==> config.mk <==
export PLATFORM = sky130hd
export DESIGN_NAME = fetch_unit
export DESIGN_NICKNAME = d
export VERILOG_FILES = /design/src/rtl/cpu_types_pkg.sv /design/src/rtl/fetch_perf_ctr.sv /design/src/rtl/fetch_unit.sv
export SDC_FILE = /design/constraint.sdc
export NUM_CORES = 1
export LEC_CHECK = 0
export ABC_AREA = 1
export CORE_MARGIN = 8
export CORE_UTILIZATION = 48
export DETAILED_ROUTE_END_ITERATION = 16
export GPL_TIMING_DRIVEN = 0
export PLACE_DENSITY = 0.95
export SLEW_MARGIN = 40
export SYNTH_ARGS = -nofsm -noshare
export SYNTH_HDL_FRONTEND = slang
export SYNTH_SLANG_ARGS = --single-unit
export TNS_END_PERCENT = 1
==> constraint.sdc <==
create_clock -name CLK -period 3.7 [get_ports CLK]
set_clock_uncertainty 0.05 [all_clocks]
set_input_delay 0.925 -clock CLK [delete_from_list [all_inputs] [get_ports CLK]]
set_output_delay 0.925 -clock CLK [all_outputs]
set_load 0.01 [all_outputs]
==> src/rtl/cpu_types_pkg.sv <==
// Shared types for the MIPS core front end: machine word, fetch FSM states
// and the PC step/alignment helpers.
package cpu_types_pkg;

    typedef logic [31:0] word_t;

    typedef enum logic [1:0] {
        RUN  = 2'd0,
        HOLD = 2'd1,
        HALT = 2'd2
    } fetch_state_t;

    localparam word_t PC_STEP = 32'd4;

    // Instruction addresses are word aligned; low two bits are dropped.
    function automatic word_t align_word(input word_t addr);
        return {addr[31:2], 2'b00};
    endfunction

endpackage

==> src/rtl/fetch_perf_ctr.sv <==
// Saturating event counter with synchronous clear and increment enable.
module fetch_perf_ctr #(
    parameter int WIDTH = 32
) (
    input  logic             i_clk,
    input  logic             i_clr,
    input  logic             i_inc,
    output logic [WIDTH-1:0] o_count
);

    localparam logic [WIDTH-1:0] CNT_ONE = {{(WIDTH-1){1'b0}}, 1'b1};
    localparam logic [WIDTH-1:0] CNT_MAX = {WIDTH{1'b1}};

    logic [WIDTH-1:0] r_count;

    // Count events, sticking at all-ones instead of wrapping.
    always_ff @(posedge i_clk) begin
        if (i_clr) begin
            r_count <= {WIDTH{1'b0}};
        end else if (i_inc && (r_count != CNT_MAX)) begin
            r_count <= r_count + CNT_ONE;
        end else begin
            r_count <= r_count;
        end
    end

    assign o_count = r_count;

endmodule

==> src/rtl/fetch_unit.sv <==
// Instruction-fetch stage: PC, I-cache request, one-entry skid, IF/ID register.
// Optional performance counters are built when FETCH_PERF_EN is defined.
module fetch_unit
    import cpu_types_pkg::*;
#(
    parameter word_t PC_INIT = 32'h0000_0000
) (
    input  logic        CLK,
    input  logic        RST,
    input  logic        ihit,
    input  logic [31:0] iload,
    output logic        imemREN,
    output logic [31:0] imemaddr,
    input  logic        hu_stall,
    input  logic        hu_flush,
    input  logic        redirect_valid,
    input  logic [31:0] redirect_pc,
    input  logic        halt,
    output logic [31:0] ifid_instr,
    output logic [31:0] ifid_npc,
    output logic        ifid_valid,
    output logic        halted,
    output logic [31:0] perf_fetched,
    output logic [31:0] perf_stall,
    output logic [31:0] perf_miss
);

    fetch_state_t r_state;
    fetch_state_t w_next_state;
    word_t        r_pc;
    word_t        r_skid;
    word_t        r_ifid_instr;
    word_t        r_ifid_npc;
    logic         r_ifid_valid;

    logic  w_imem_ren;
    logic  w_halted;
    logic  w_adv_run;
    logic  w_to_hold;
    logic  w_adv_hold;
    word_t w_pc_plus4;

    assign w_pc_plus4 = r_pc + PC_STEP;
    assign w_adv_run  = (r_state == RUN) && ihit && !hu_stall;
    assign w_to_hold  = (r_state == RUN) && ihit && hu_stall;
    assign w_adv_hold = (r_state == HOLD) && !hu_stall;

    // State register.
    always_ff @(posedge CLK) begin
        if (RST) begin
            r_state <= RUN;
        end else begin
            r_state <= w_next_state;
        end
    end

    // Next-state logic: halt beats redirect, redirect beats the stall/hit cases.
    always_comb begin
        w_next_state = r_state;
        case (r_state)
            RUN: begin
                if (halt)                w_next_state = HALT;
                else if (redirect_valid) w_next_state = RUN;
                else if (w_to_hold)      w_next_state = HOLD;
                else                     w_next_state = RUN;
            end
            HOLD: begin
                if (halt)                w_next_state = HALT;
                else if (redirect_valid) w_next_state = RUN;
                else if (!hu_stall)      w_next_state = RUN;
                else                     w_next_state = HOLD;
            end
            HALT:    w_next_state = HALT;
            default: w_next_state = RUN;
        endcase
    end

    // Output decode from the state register.
    always_comb begin
        w_imem_ren = 1'b0;
        w_halted   = 1'b0;
        case (r_state)
            RUN:     w_imem_ren = !RST;
            HOLD:    w_imem_ren = 1'b0;
            HALT:    w_halted   = 1'b1;
            default: w_imem_ren = 1'b0;
        endcase
    end

    // PC, skid buffer and IF/ID register; flush only overrides the IF/ID update.
    always_ff @(posedge CLK) begin
        if (RST) begin
            r_pc         <= PC_INIT;
            r_skid       <= 32'h0000_0000;
            r_ifid_instr <= 32'h0000_0000;
            r_ifid_npc   <= 32'h0000_0000;
            r_ifid_valid <= 1'b0;
        end else if (halt || (r_state == HALT)) begin
            r_ifid_valid <= 1'b0;
        end else if (redirect_valid) begin
            r_pc         <= align_word(redirect_pc);
            r_skid       <= 32'h0000_0000;
            r_ifid_valid <= 1'b0;
        end else begin
            if (w_adv_run || w_adv_hold) begin
                r_pc <= w_pc_plus4;
            end
            if (w_to_hold) begin
                r_skid <= iload;
            end
            if (hu_flush) begin
                r_ifid_valid <= 1'b0;
            end else if (w_adv_run) begin
                r_ifid_instr <= iload;
                r_ifid_npc   <= w_pc_plus4;
                r_ifid_valid <= 1'b1;
            end else if (w_adv_hold) begin
                r_ifid_instr <= r_skid;
                r_ifid_npc   <= w_pc_plus4;
                r_ifid_valid <= 1'b1;
            end else if ((r_state == RUN) && !ihit && !hu_stall) begin
                r_ifid_valid <= 1'b0;
            end
        end
    end

    assign imemREN    = w_imem_ren;
    assign imemaddr   = r_pc;
    assign halted     = w_halted;
    assign ifid_instr = r_ifid_instr;
    assign ifid_npc   = r_ifid_npc;
    assign ifid_valid = r_ifid_valid;

`ifdef FETCH_PERF_EN
    logic w_inc_fetched;
    logic w_inc_stall;
    logic w_inc_miss;

    assign w_inc_fetched = !halt && (r_state != HALT) && !redirect_valid &&
                           !hu_flush && (w_adv_run || w_adv_hold);
    assign w_inc_stall   = hu_stall && (r_state != HALT);
    assign w_inc_miss    = (r_state == RUN) && w_imem_ren && !ihit;

    fetch_perf_ctr #(.WIDTH(32)) u_ctr_fetched (
        .i_clk(CLK), .i_clr(RST), .i_inc(w_inc_fetched), .o_count(perf_fetched)
    );
    fetch_perf_ctr #(.WIDTH(32)) u_ctr_stall (
        .i_clk(CLK), .i_clr(RST), .i_inc(w_inc_stall), .o_count(perf_stall)
    );
    fetch_perf_ctr #(.WIDTH(32)) u_ctr_miss (
        .i_clk(CLK), .i_clr(RST), .i_inc(w_inc_miss), .o_count(perf_miss)
    );
`else
    assign perf_fetched = 32'h0000_0000;
    assign perf_stall   = 32'h0000_0000;
    assign perf_miss    = 32'h0000_0000;
`endif

endmodule

==> out/results.ini, run 1 <==
[floorplan]
start_util = 0.489
die-area_um2 = 18100
boundaryPins = 266
row_count = 43
die-width_um = 134
die_h_um = 134
core_um2 = 13800

[power_and_ir_drop]
power.leakage_nw = 4.27
p_per_area_nw_per_um2 = 376
ir_drop_uv = 364

[sta]
fmax_mhz = 281
finalCritPeriodShare = 0.962
fin_crit_ns = 3.56
rsz0062_at_grt = no
drv_slew = 0
hold_violations = 0
timing.setup.tns_ns = 0
setup_viol = 0
relSlewSlack = 0.587
timing.hold.ws_ns = 0.412
tightest_slew_ns = 0.619

[route]
wire_per_inst_um = 16.0
firstDrtPassIters = 6
drtIter0Drc = 499
wl_mm = 23.0
final_antenna_net_count = 0
vias_per_cell = 4.99
vias = 7155
drc = 0

[worst_setup_path]
cp.arrival_ns = 2.58
cpPeakStageDelay_ns = 0.62
cp.buffers_inverters = 3
cp-start-kind = input pin
endpoint_kind = output port
r2r_cells = 8
rr_endpoint = ifid_npc[16]
path_delay_family = buffers and inverters
critPathKind = input pin to output port
ff2ff_setup_slack_ns = 1.69
r2r_start = imemaddr[2]
crit_path_frequent_cell = clkdlybuf4s50_1
required_ns = 2.72
critPathMaxFanout = 10
worstPathCellList = clkdlybuf4s50_1 -> clkbuf_1 -> nor3_1 -> clkdlybuf4s50_1
slowest_stage = clkdlybuf4s50_1

[global_route]
track_usage = 0.243
grt_pass1_wl_mm = 34.8
antenna_found_initial = 0
grt_pass1_vias = 6904
grt_max_degree = 17
overflow = 0

[placed_design]
hpwl_mm = 17.3
gp_congestion = 0.909
portBuffers = 162

[hold_path]
hold_path_class = flop to flop
min_from = r_skid[5]
hold_end = r_skid[5]
hold_depth = 2

[synth]
syn_inst = 963
synth_warnings = 0
yosys_register_bits = 127
yosysSeqAreaShare = 0.378
synth_edf_count = 0
syn-cell-area_um2 = 6730
ys_async_sr_fraction = 0
avgSynthCellArea_um2 = 6.99
dominantRegCellSynth = dfxtp_1
yosysUniqueCellTypes = 32

[cts]
postCtsHoldBufs = 0
clockBufferDepth = 2
cts_buffers = 17
htreeDepth = 4
clk_latency_ns = 0.43
post_cts_buffers = 0
clkSinkCount = 127
ctsResizeCount = 0
clockRootBuffer = clkbuf_16
cts_tree = built
clkTransAtPathRegs_ns = 0.06

[cells_and_area]
final_cell_mix = clkdlybuf4s50_1, nand2_1, nor2_1, dfxtp_1, buf_4
fin_util = 0.689
mostFrequentLayoutCell = clkdlybuf4s50_1
nNetsFinal = 1315
num_antenna_cells = 0
area_delta_synth_final_pct = 41.0
nFillCells = 1129
drive_gt1_frac = 0.135

[flow_run]
cap_viol_max_count = 0

[status]
status = completed

sequential cells by signal (all words and copies together) (netlist names):
signal / flops
ifid_valid: 1
r_skid: 32
ifid_npc: 30
ifid_instr: 32
r_state: 2
imemaddr: 30
worst register-to-register path: cells and delay by family (launching register included):
kind,cells,cell delay [ns]
AOI/OAI and AO/OA,1,0.23
xor gates and xnor gates,1,0.16
adders and majority gates,1,0.22
buffers and inverters,1,0.08
DFF,1,0.44
and+or+nand+nor,4,0.72
worst max-delay path by stage:
| stage | startpoint | end | cells after the start |
|---|---|---|---|
| after global placement | RST | imemREN | 4 |
| final | RST | imemREN | 4 |
| after floorplan | RST | imemREN | 2 |
| after CTS | RST | imemREN | 4 |
| after detailed placement | RST | imemREN | 4 |
| after global routing | RST | imemREN | 4 |
power breakdown:
group,internal [W],switching [W],total [W]
logic,0.000263,0.000292,0.000555
clock network,0.000930,0.000613,0.00154
registers,0.00142,0.0000508,0.00147
total,0.00261,0.000956,0.00356
stage by stage:
stage | area [µm²] | power, W | worst slack [ns] | std cells
after floorplan | 7100 | 0.00180 | 1.35 | 1062
after global placement | 8950 | 0.00202 | 0.115 | 1404
after detailed placement | 8950 | 0.00203 | 0.124 | 1404
after CTS | 9490 | 0.00356 | 0.123 | 1435
after global routing | 9490 | 0.00369 | 0.0799 | 1435
final | 9490 | 0.00356 | 0.141 | 1435
cell families (layout without fill, tap and decap cells):
group	Yosys count	in the layout	synth area share
compound gates	224	224	0.184
xor+xnor	15	15	0.0195
fa+ha+maj	1	1	0.00186
buf+inv	233	426	0.198
flops	127	127	0.378
other cells	1	100	0.000557
simple gates	362	362	0.219
final cells by class:
| cell class | count | area (µm²) | area share |
|---|---|---|---|
| multi-input combinational | 702 | 3230 | 0.340 |
| sequential | 127 | 2540 | 0.268 |
| timing repair buffer | 162 | 1620 | 0.171 |
| buffer | 155 | 1040 | 0.110 |
| clock buffer | 20 | 447 | 0.0471 |
| inverter | 78 | 293 | 0.0308 |
| tap | 180 | 225 | 0.0237 |
| clock inverter | 11 | 93.8 | 0.00989 |
Yosys cell counts, drive strengths merged, types with 4 or more instances:
master / n / area [µm²]
xnor2: 4 / 35.0
nand3: 44 / 220
a21oi: 93 / 477
nand2: 155 / 587
o21ai: 90 / 450
inv: 78 / 293
a211oi: 34 / 255
nor2: 152 / 593
buf: 132 / 955
dfxtp: 127 / 2540
clkbuf: 23 / 86.3
nand3b: 5 / 37.5
xor2: 11 / 96.3
layer usage:
metal	vias to the layer above	global-route usage	part of all wire
met2	409	0.425	0.50
met4	0	0.114	0.028
li1	3472	-	-
met5	-	0	0
met3	64	0.0939	0.11
met1	3210	0.250	0.36
No activity file was read; power rests on OpenSTA's default activity.
==> inputs of run 2 (changes only) <==
- HOLD_SLACK_MARGIN: default -> 0.06
==> results of run 2 <==
The final DEF is identical to that of run 1; final timing and power are the same.
